`src/rtl/mips_write_monitor_pkg.sv`:
```
// rtl/mips_write_monitor_pkg.sv - shared state and fail-code definitions for the write monitor
//
// Purpose: checker state encoding and fail_code values, shared by the monitor
// top level and its bench.
// Ports: none (package).
package mips_write_monitor_pkg;

  typedef enum logic [2:0] {
    ST_IDLE  = 3'd0,
    ST_ARMED = 3'd1,
    ST_PASS  = 3'd2,
    ST_FAIL  = 3'd3,
    ST_TMO   = 3'd4
  } state_t;

  localparam logic [1:0] FC_NONE = 2'b00;
  localparam logic [1:0] FC_DATA = 2'b01;
  localparam logic [1:0] FC_ADR  = 2'b10;
  localparam logic [1:0] FC_TMO  = 2'b11;

endpackage

```
`src/rtl/mips_write_monitor_exp_table.sv`:
```
// rtl/mips_write_monitor_exp_table.sv - expected (adr,data) write table
//
// Purpose: DEPTH x (2*WIDTH) register file of expected writes. It has one
// synchronous write port and one asynchronous read port. The contents are
// deliberately not reset.
// Ports:
//   clk            clock
//   we             write enable (gated by the caller while a check is running)
//   widx           write index
//   wadr, wdata    expected address / data to store
//   ridx           read index (the current match count)
//   radr, rdata    expected address / data at ridx
module mips_write_monitor_exp_table #(
  parameter int WIDTH = 8,
  parameter int DEPTH = 4
) (
  input  logic                     clk,
  input  logic                     we,
  input  logic [$clog2(DEPTH)-1:0] widx,
  input  logic [WIDTH-1:0]         wadr,
  input  logic [WIDTH-1:0]         wdata,
  input  logic [$clog2(DEPTH)-1:0] ridx,
  output logic [WIDTH-1:0]         radr,
  output logic [WIDTH-1:0]         rdata
);

  logic [WIDTH-1:0] adr_mem  [DEPTH];
  logic [WIDTH-1:0] data_mem [DEPTH];

  always_ff @(posedge clk) begin
    if (we) begin
      adr_mem[widx]  <= wadr;
      data_mem[widx] <= wdata;
    end
  end

  assign radr  = adr_mem[ridx];
  assign rdata = data_mem[ridx];

endmodule

```
`src/rtl/mips_write_monitor.sv`:
```
// rtl/mips_write_monitor.sv - loadable-table checker for the mips_mem write interface
//
// Purpose: compares tapped memory writes against a table of expected
// (adr,data) pairs. It reports the verdict as pass, data mismatch, address
// mismatch or timeout, and captures the offending write.
// Ports:
//   clk, reset_n                  clock, async active-low reset
//   ld_we, ld_idx, ld_adr, ld_data  table load port (ignored while ARMED)
//   num_exp                       entries to check, sampled on start (clamped to DEPTH)
//   start                         clear results and arm the check
//   memwrite, adr, writedata      tapped memory write port
//   done, pass                    verdict flags
//   fail_code                     00 none, 01 data, 10 adr, 11 timeout
//   match_cnt                     entries matched so far
//   fail_adr, fail_data           captured offending write (0 on timeout)
module mips_write_monitor
  import mips_write_monitor_pkg::*;
#(
  parameter int WIDTH   = 8,
  parameter int DEPTH   = 4,
  parameter int TIMEOUT = 1000,
  parameter int MODE    = 0
) (
  input  logic                     clk,
  input  logic                     reset_n,
  input  logic                     ld_we,
  input  logic [$clog2(DEPTH)-1:0] ld_idx,
  input  logic [WIDTH-1:0]         ld_adr,
  input  logic [WIDTH-1:0]         ld_data,
  input  logic [$clog2(DEPTH):0]   num_exp,
  input  logic                     start,
  input  logic                     memwrite,
  input  logic [WIDTH-1:0]         adr,
  input  logic [WIDTH-1:0]         writedata,
  output logic                     done,
  output logic                     pass,
  output logic [1:0]               fail_code,
  output logic [$clog2(DEPTH):0]   match_cnt,
  output logic [WIDTH-1:0]         fail_adr,
  output logic [WIDTH-1:0]         fail_data
);

  localparam int IW = $clog2(DEPTH);
  localparam int NW = IW + 1;
  localparam int CW = $clog2(TIMEOUT + 1);

  state_t          state, state_next;
  logic [NW-1:0]   num_lat;
  logic [NW-1:0]   num_clamped;
  logic [NW-1:0]   match_inc;
  logic [CW-1:0]   cyc_cnt;
  logic [WIDTH-1:0] exp_adr, exp_data;
  logic            ev_match, ev_data, ev_adr, ev_tmo;

  mips_write_monitor_exp_table #(
    .WIDTH (WIDTH),
    .DEPTH (DEPTH)
  ) u_table (
    .clk   (clk),
    .we    (ld_we && (state != ST_ARMED)),
    .widx  (ld_idx),
    .wadr  (ld_adr),
    .wdata (ld_data),
    .ridx  (match_cnt[IW-1:0]),
    .radr  (exp_adr),
    .rdata (exp_data)
  );

  assign num_clamped = (num_exp > NW'(DEPTH)) ? NW'(DEPTH) : num_exp;
  assign match_inc   = match_cnt + NW'(1);

  // State register
  always_ff @(posedge clk or negedge reset_n) begin
    if (!reset_n) state <= ST_IDLE;
    else          state <= state_next;
  end

  // Next state and event decode. The branch order inside ARMED sets the
  // priority: start, an empty table, a checked write, then the timeout.
  always_comb begin
    state_next = state;
    ev_match   = 1'b0;
    ev_data    = 1'b0;
    ev_adr     = 1'b0;
    ev_tmo     = 1'b0;
    case (state)
      ST_IDLE, ST_PASS, ST_FAIL, ST_TMO: begin
        if (start) state_next = ST_ARMED;
      end
      ST_ARMED: begin
        if (start) begin
          state_next = ST_ARMED;
        end else if (match_cnt >= num_lat) begin
          state_next = ST_PASS;
        end else if (memwrite && (adr == exp_adr) && (writedata == exp_data)) begin
          ev_match = 1'b1;
          if (match_inc == num_lat) state_next = ST_PASS;
        end else if (memwrite && (adr == exp_adr)) begin
          ev_data    = 1'b1;
          state_next = ST_FAIL;
        end else if (memwrite && (MODE == 0)) begin
          ev_adr     = 1'b1;
          state_next = ST_FAIL;
        end else if (cyc_cnt == CW'(TIMEOUT)) begin
          ev_tmo     = 1'b1;
          state_next = ST_TMO;
        end
      end
      default: state_next = ST_IDLE;
    endcase
  end

  // Counters and captured results
  always_ff @(posedge clk or negedge reset_n) begin
    if (!reset_n) begin
      num_lat   <= '0;
      cyc_cnt   <= '0;
      match_cnt <= '0;
      fail_code <= FC_NONE;
      fail_adr  <= '0;
      fail_data <= '0;
    end else if (start) begin
      num_lat   <= num_clamped;
      cyc_cnt   <= '0;
      match_cnt <= '0;
      fail_code <= FC_NONE;
      fail_adr  <= '0;
      fail_data <= '0;
    end else if (state == ST_ARMED) begin
      // Saturates at TIMEOUT so a long-armed check can never wrap back.
      if (cyc_cnt != CW'(TIMEOUT)) cyc_cnt <= cyc_cnt + CW'(1);
      if (ev_match) match_cnt <= match_inc;
      if (ev_data || ev_adr) begin
        fail_code <= ev_data ? FC_DATA : FC_ADR;
        fail_adr  <= adr;
        fail_data <= writedata;
      end
      if (ev_tmo) fail_code <= FC_TMO;
    end
  end

  // Outputs decoded from the state register
  always_comb begin
    done = 1'b0;
    pass = 1'b0;
    case (state)
      ST_PASS:         begin done = 1'b1; pass = 1'b1; end
      ST_FAIL, ST_TMO: done = 1'b1;
      default:         ;
    endcase
  end

endmodule
```
`config.mk`:
```
export PLATFORM = sky130hd
export DESIGN_NAME = mips_write_monitor
export DESIGN_NICKNAME = d
export VERILOG_FILES = /design/src/rtl/mips_write_monitor_pkg.sv /design/src/rtl/mips_write_monitor_exp_table.sv /design/src/rtl/mips_write_monitor.sv
export SDC_FILE = /design/constraint.sdc
export NUM_CORES = 1
export LEC_CHECK = 0
export BUFFER_PORTS_ARGS = -buffer_cell sky130_fd_sc_hd__clkbuf_2
export CORE_AREA = 2 2 164 102
export CTS_CLUSTER_DIAMETER = 120
export DETAILED_ROUTE_END_ITERATION = 8
export DIE_AREA = 0 0 166 104
export SKIP_CTS_REPAIR_TIMING = 1
export SLEW_MARGIN = 10
export SYNTH_ARGS = -nofsm -noshare
export SYNTH_HDL_FRONTEND = slang
export SYNTH_HIERARCHICAL = 1
export SYNTH_SLANG_ARGS = --single-unit
```
`constraint.sdc`:
```
create_clock -name clk -period 2.6 [get_ports clk]
set_clock_uncertainty 0.2 [all_clocks]
set_input_delay 0.13 -clock clk [delete_from_list [all_inputs] [get_ports clk]]
set_output_delay 0.13 -clock clk [all_outputs]
set_load 0.01 [all_outputs]
```
==> flow_summary.toml <==
[cts]
numCtsBuffers = 9
clockRootBuffer = "clkbuf_16"
clock_sinks = 101
htree_levels = 3
clk_latency_ns = 0.34
cts_tree = "yes"
clk_pin_slew_ns = 0.07
cts.path.max_buffers = 2

[min_path]
hp-class = "primary input to flip-flop"
hold_end = "state[2]"
hold_start = "memwrite"
min_path_cells = 3

[critical_path]
crit_arrival_ns = 2.91
worst_r2r_endpoint = "fail_adr[4]"
critPathRequiredTime_ns = 2.66
reg2reg_slack_ns = -0.25
crit_top_cell = "buf_4"
start_kind = "flip-flop"
slowest_stage = "mux4_2"
r2r_start = "match_cnt[0]"
worst-path-buf-inv = 3
reg2reg_depth = 9
cpPeakStageDelay_ns = 0.51
worstPathCellList = "buf_12 > mux4_2 > xor2_1 > nor4_2 > buf_4 > nand2_1 > o21bai_4 > buf_4 > mux2i_1"
cp_max_fo = 12
crit_type = "flip-flop to flip-flop"
setup.worst_path.end_class = "flip-flop"
crit_family = "multiplexers"

[timing]
finalSetupViolations = 23
fin_hold_ws_ns = -0.00628
fin_ws_ns = -0.248
hold_viol = 3
rsz0062_at_grt = "true"
layout_min_cycle_time_ns = 2.85
slew_headroom_pct = 63.9
period_share_pct = 110
tightest_slew_ns = 0.541
fmax_mhz = 351
tns_ns = -4.13
finalMaxSlewViolations = 0

[logic_synthesis]
synth_top_family_by_area = "multiplexers"
yosys-top-cells-area = "edfxtp_1 42%, dfrtp_1 20%, mux4_2 4.9%"
yosysMostFrequentCell = "edfxtp_1"
yosys.area_share.simple_pct = 11.9
synth_edf_count = 64
synth_area_leader_cell = "edfxtp_1"
synth.mux.area_fraction_pct = 12.0
synth_cells = 320
syn-cell-area_mm2 = 0.00462
synth_fa_ha_area_share_pct = 1.62
yosys_most_used_dff = "edfxtp_1"
yosys.cell_types.count = 46
synth_compound_area_share_pct = 5.09
yosysWarnings = 6
avgSynthCellArea_um2 = 14.4
synth_commonest_cells = "64 x edfxtp_1, 37 x dfrtp_1, 27 x nand2_1, 25 x xor2_1, 17 x mux2i_1"
synth_top_area_share_pct = 41.6
async_flop_share_pct = 36.6
ys_ff_latch = 101
synth.net_count = 368
yosysSeqAreaShare_pct = 61.6
synth-xor-area-share_pct = 5.12

[global_route]
antenna_found_initial = 0
grt_pass1_wl_um = 16500
grt_util_all_layers_pct = 12.6
grt_pass1_vias = 2885
grt_overflow = 0
grt_max_degree = 45

[floorplan]
start_util_pct = 29.2
core_area_mm2 = 0.0158
io_pins = 65
die_y_um = 104
dieArea_mm2 = 0.0173
row_count = 36
fp.dieW_um = 166

[placement]
hpwl_um = 7850
pre_cts_ws_ns = -0.268
dp_cells = 603
portBuffers = 64
gp_congestion = 0.830

[finish]
nNetsFinal = 495
final_cells = 661
drive_above_1_share_pct = 31.4
final_util_pct = 38.5
area_growth_syn_to_layout_pct = 31.8
num_antenna_cells = 0

[drt]
routed_wl_um = 11000
antenna_left = 0
via_count = 3038
drt-initial-drc-count = 155
firstDrtPassIters = 4
wl_per_cell_um = 16.7
viasPerCell = 4.60
drc = 0

[run]
max-cap-violations = 0

[power]
power.density_mw_per_mm2 = 667
peakVddDrop_mv = 0.321
leakage_nw = 2.47

[run_status]
status = "complete, but fails checks"
violations = "negative hold slack, negative setup slack"
## cell usage in the layout, fill, tap and decap left out, types with 4 or more instances in the layout
| cell | n |
|---|---|
| a21oi_1 | 12 |
| buf_4 | 23 |
| clkbuf_16 | 9 |
| clkbuf_2 | 64 |
| dfrtp_1 | 36 |
| dlygate4sd3_1 | 38 |
| edfxtp_1 | 64 |
| ha_1 | 6 |
| inv_1 | 11 |
| mux2i_1 | 17 |
| mux4_2 | 13 |
| nand2_1 | 27 |
| nand2b_1 | 16 |
| nand3_1 | 5 |
| nor2_1 | 14 |
| nor4_2 | 4 |
| o21ai_0 | 7 |
| xor2_1 | 25 |
## through the flow
stage | instance area (um^2) | power (W)
after floorplan | 4640 | 0.00235
after global placement | 5340 | 0.00259
after detailed placement | 5340 | 0.00261
after CTS | 5650 | 0.00404
after global routing | 6090 | 0.00422
final | 6090 | 0.00406
## cells by family (layout without fill, tap and decap cells)
family / Yosys count / after routing
adder cells (fa/ha/maj): 6 / 6
flip-flops: 101 / 101
AND/OR/NAND/NOR: 92 / 92
buffers and inverters: 24 / 156
XOR/XNOR: 27 / 27
multiplexers: 33 / 33
AO/OA/AOI/OAI: 37 / 37
## flip-flops by register name, indices dropped and copies added (netlist names)
name and flops:
u_table/data_mem 32, num_lat 3, fail_adr 8, cyc_cnt 10, fail_code 2, u_table/adr_mem 32
state 3, fail_data 8, match_cnt 3
## where the power goes
part / switching [W] / internal, W
Sequential: 0.0000767 / 0.00184
Clock: 0.000576 / 0.000842
Combinational: 0.000404 / 0.000323
Total: 0.00106 / 0.00300
## metal layers
metal | GRT usage (%) | vias to the layer above | wire, um
met5 | 0 | - | 0
met4 | 3.35 | 0 | 117
met3 | 3.84 | 12 | 667
met2 | 18.0 | 86 | 4700
met1 | 18.5 | 1500 | 5560
li1 | - | 1440 | -
## worst max-delay path by stage
stage	start	to	cells past startpoint	slack, ns
3_3_place_gp	match_cnt[0]	match_cnt[2]	8	-0.22
2_1_floorplan	match_cnt[0]	match_cnt[2]	8	-0.19
3_5_place_dp	match_cnt[0]	fail_adr[7]	9	-0.27
5_1_grt	match_cnt[0]	fail_adr[4]	9	-0.35
6_report	match_cnt[0]	fail_adr[4]	9	-0.25
4_1_cts	match_cnt[0]	fail_adr[5]	9	-0.27
## worst min-delay path, cell delays in order
cell	delay [ns]
clkbuf_2	0.14
or3b_2	0.16
o21ai_1	0.06
## final cells by class
cell class | count | area (um^2)
Clock buffer | 10 | 229
Multi-Input combinational cell | 195 | 1690
Inverter | 11 | 41.3
Tap cell | 209 | 262
Clock inverter | 6 | 87.6
Timing Repair Buffer | 129 | 936
Fill cell | 1505 | 9720
Sequential cell | 101 | 2850
Power figures use the tool's default switching activity.
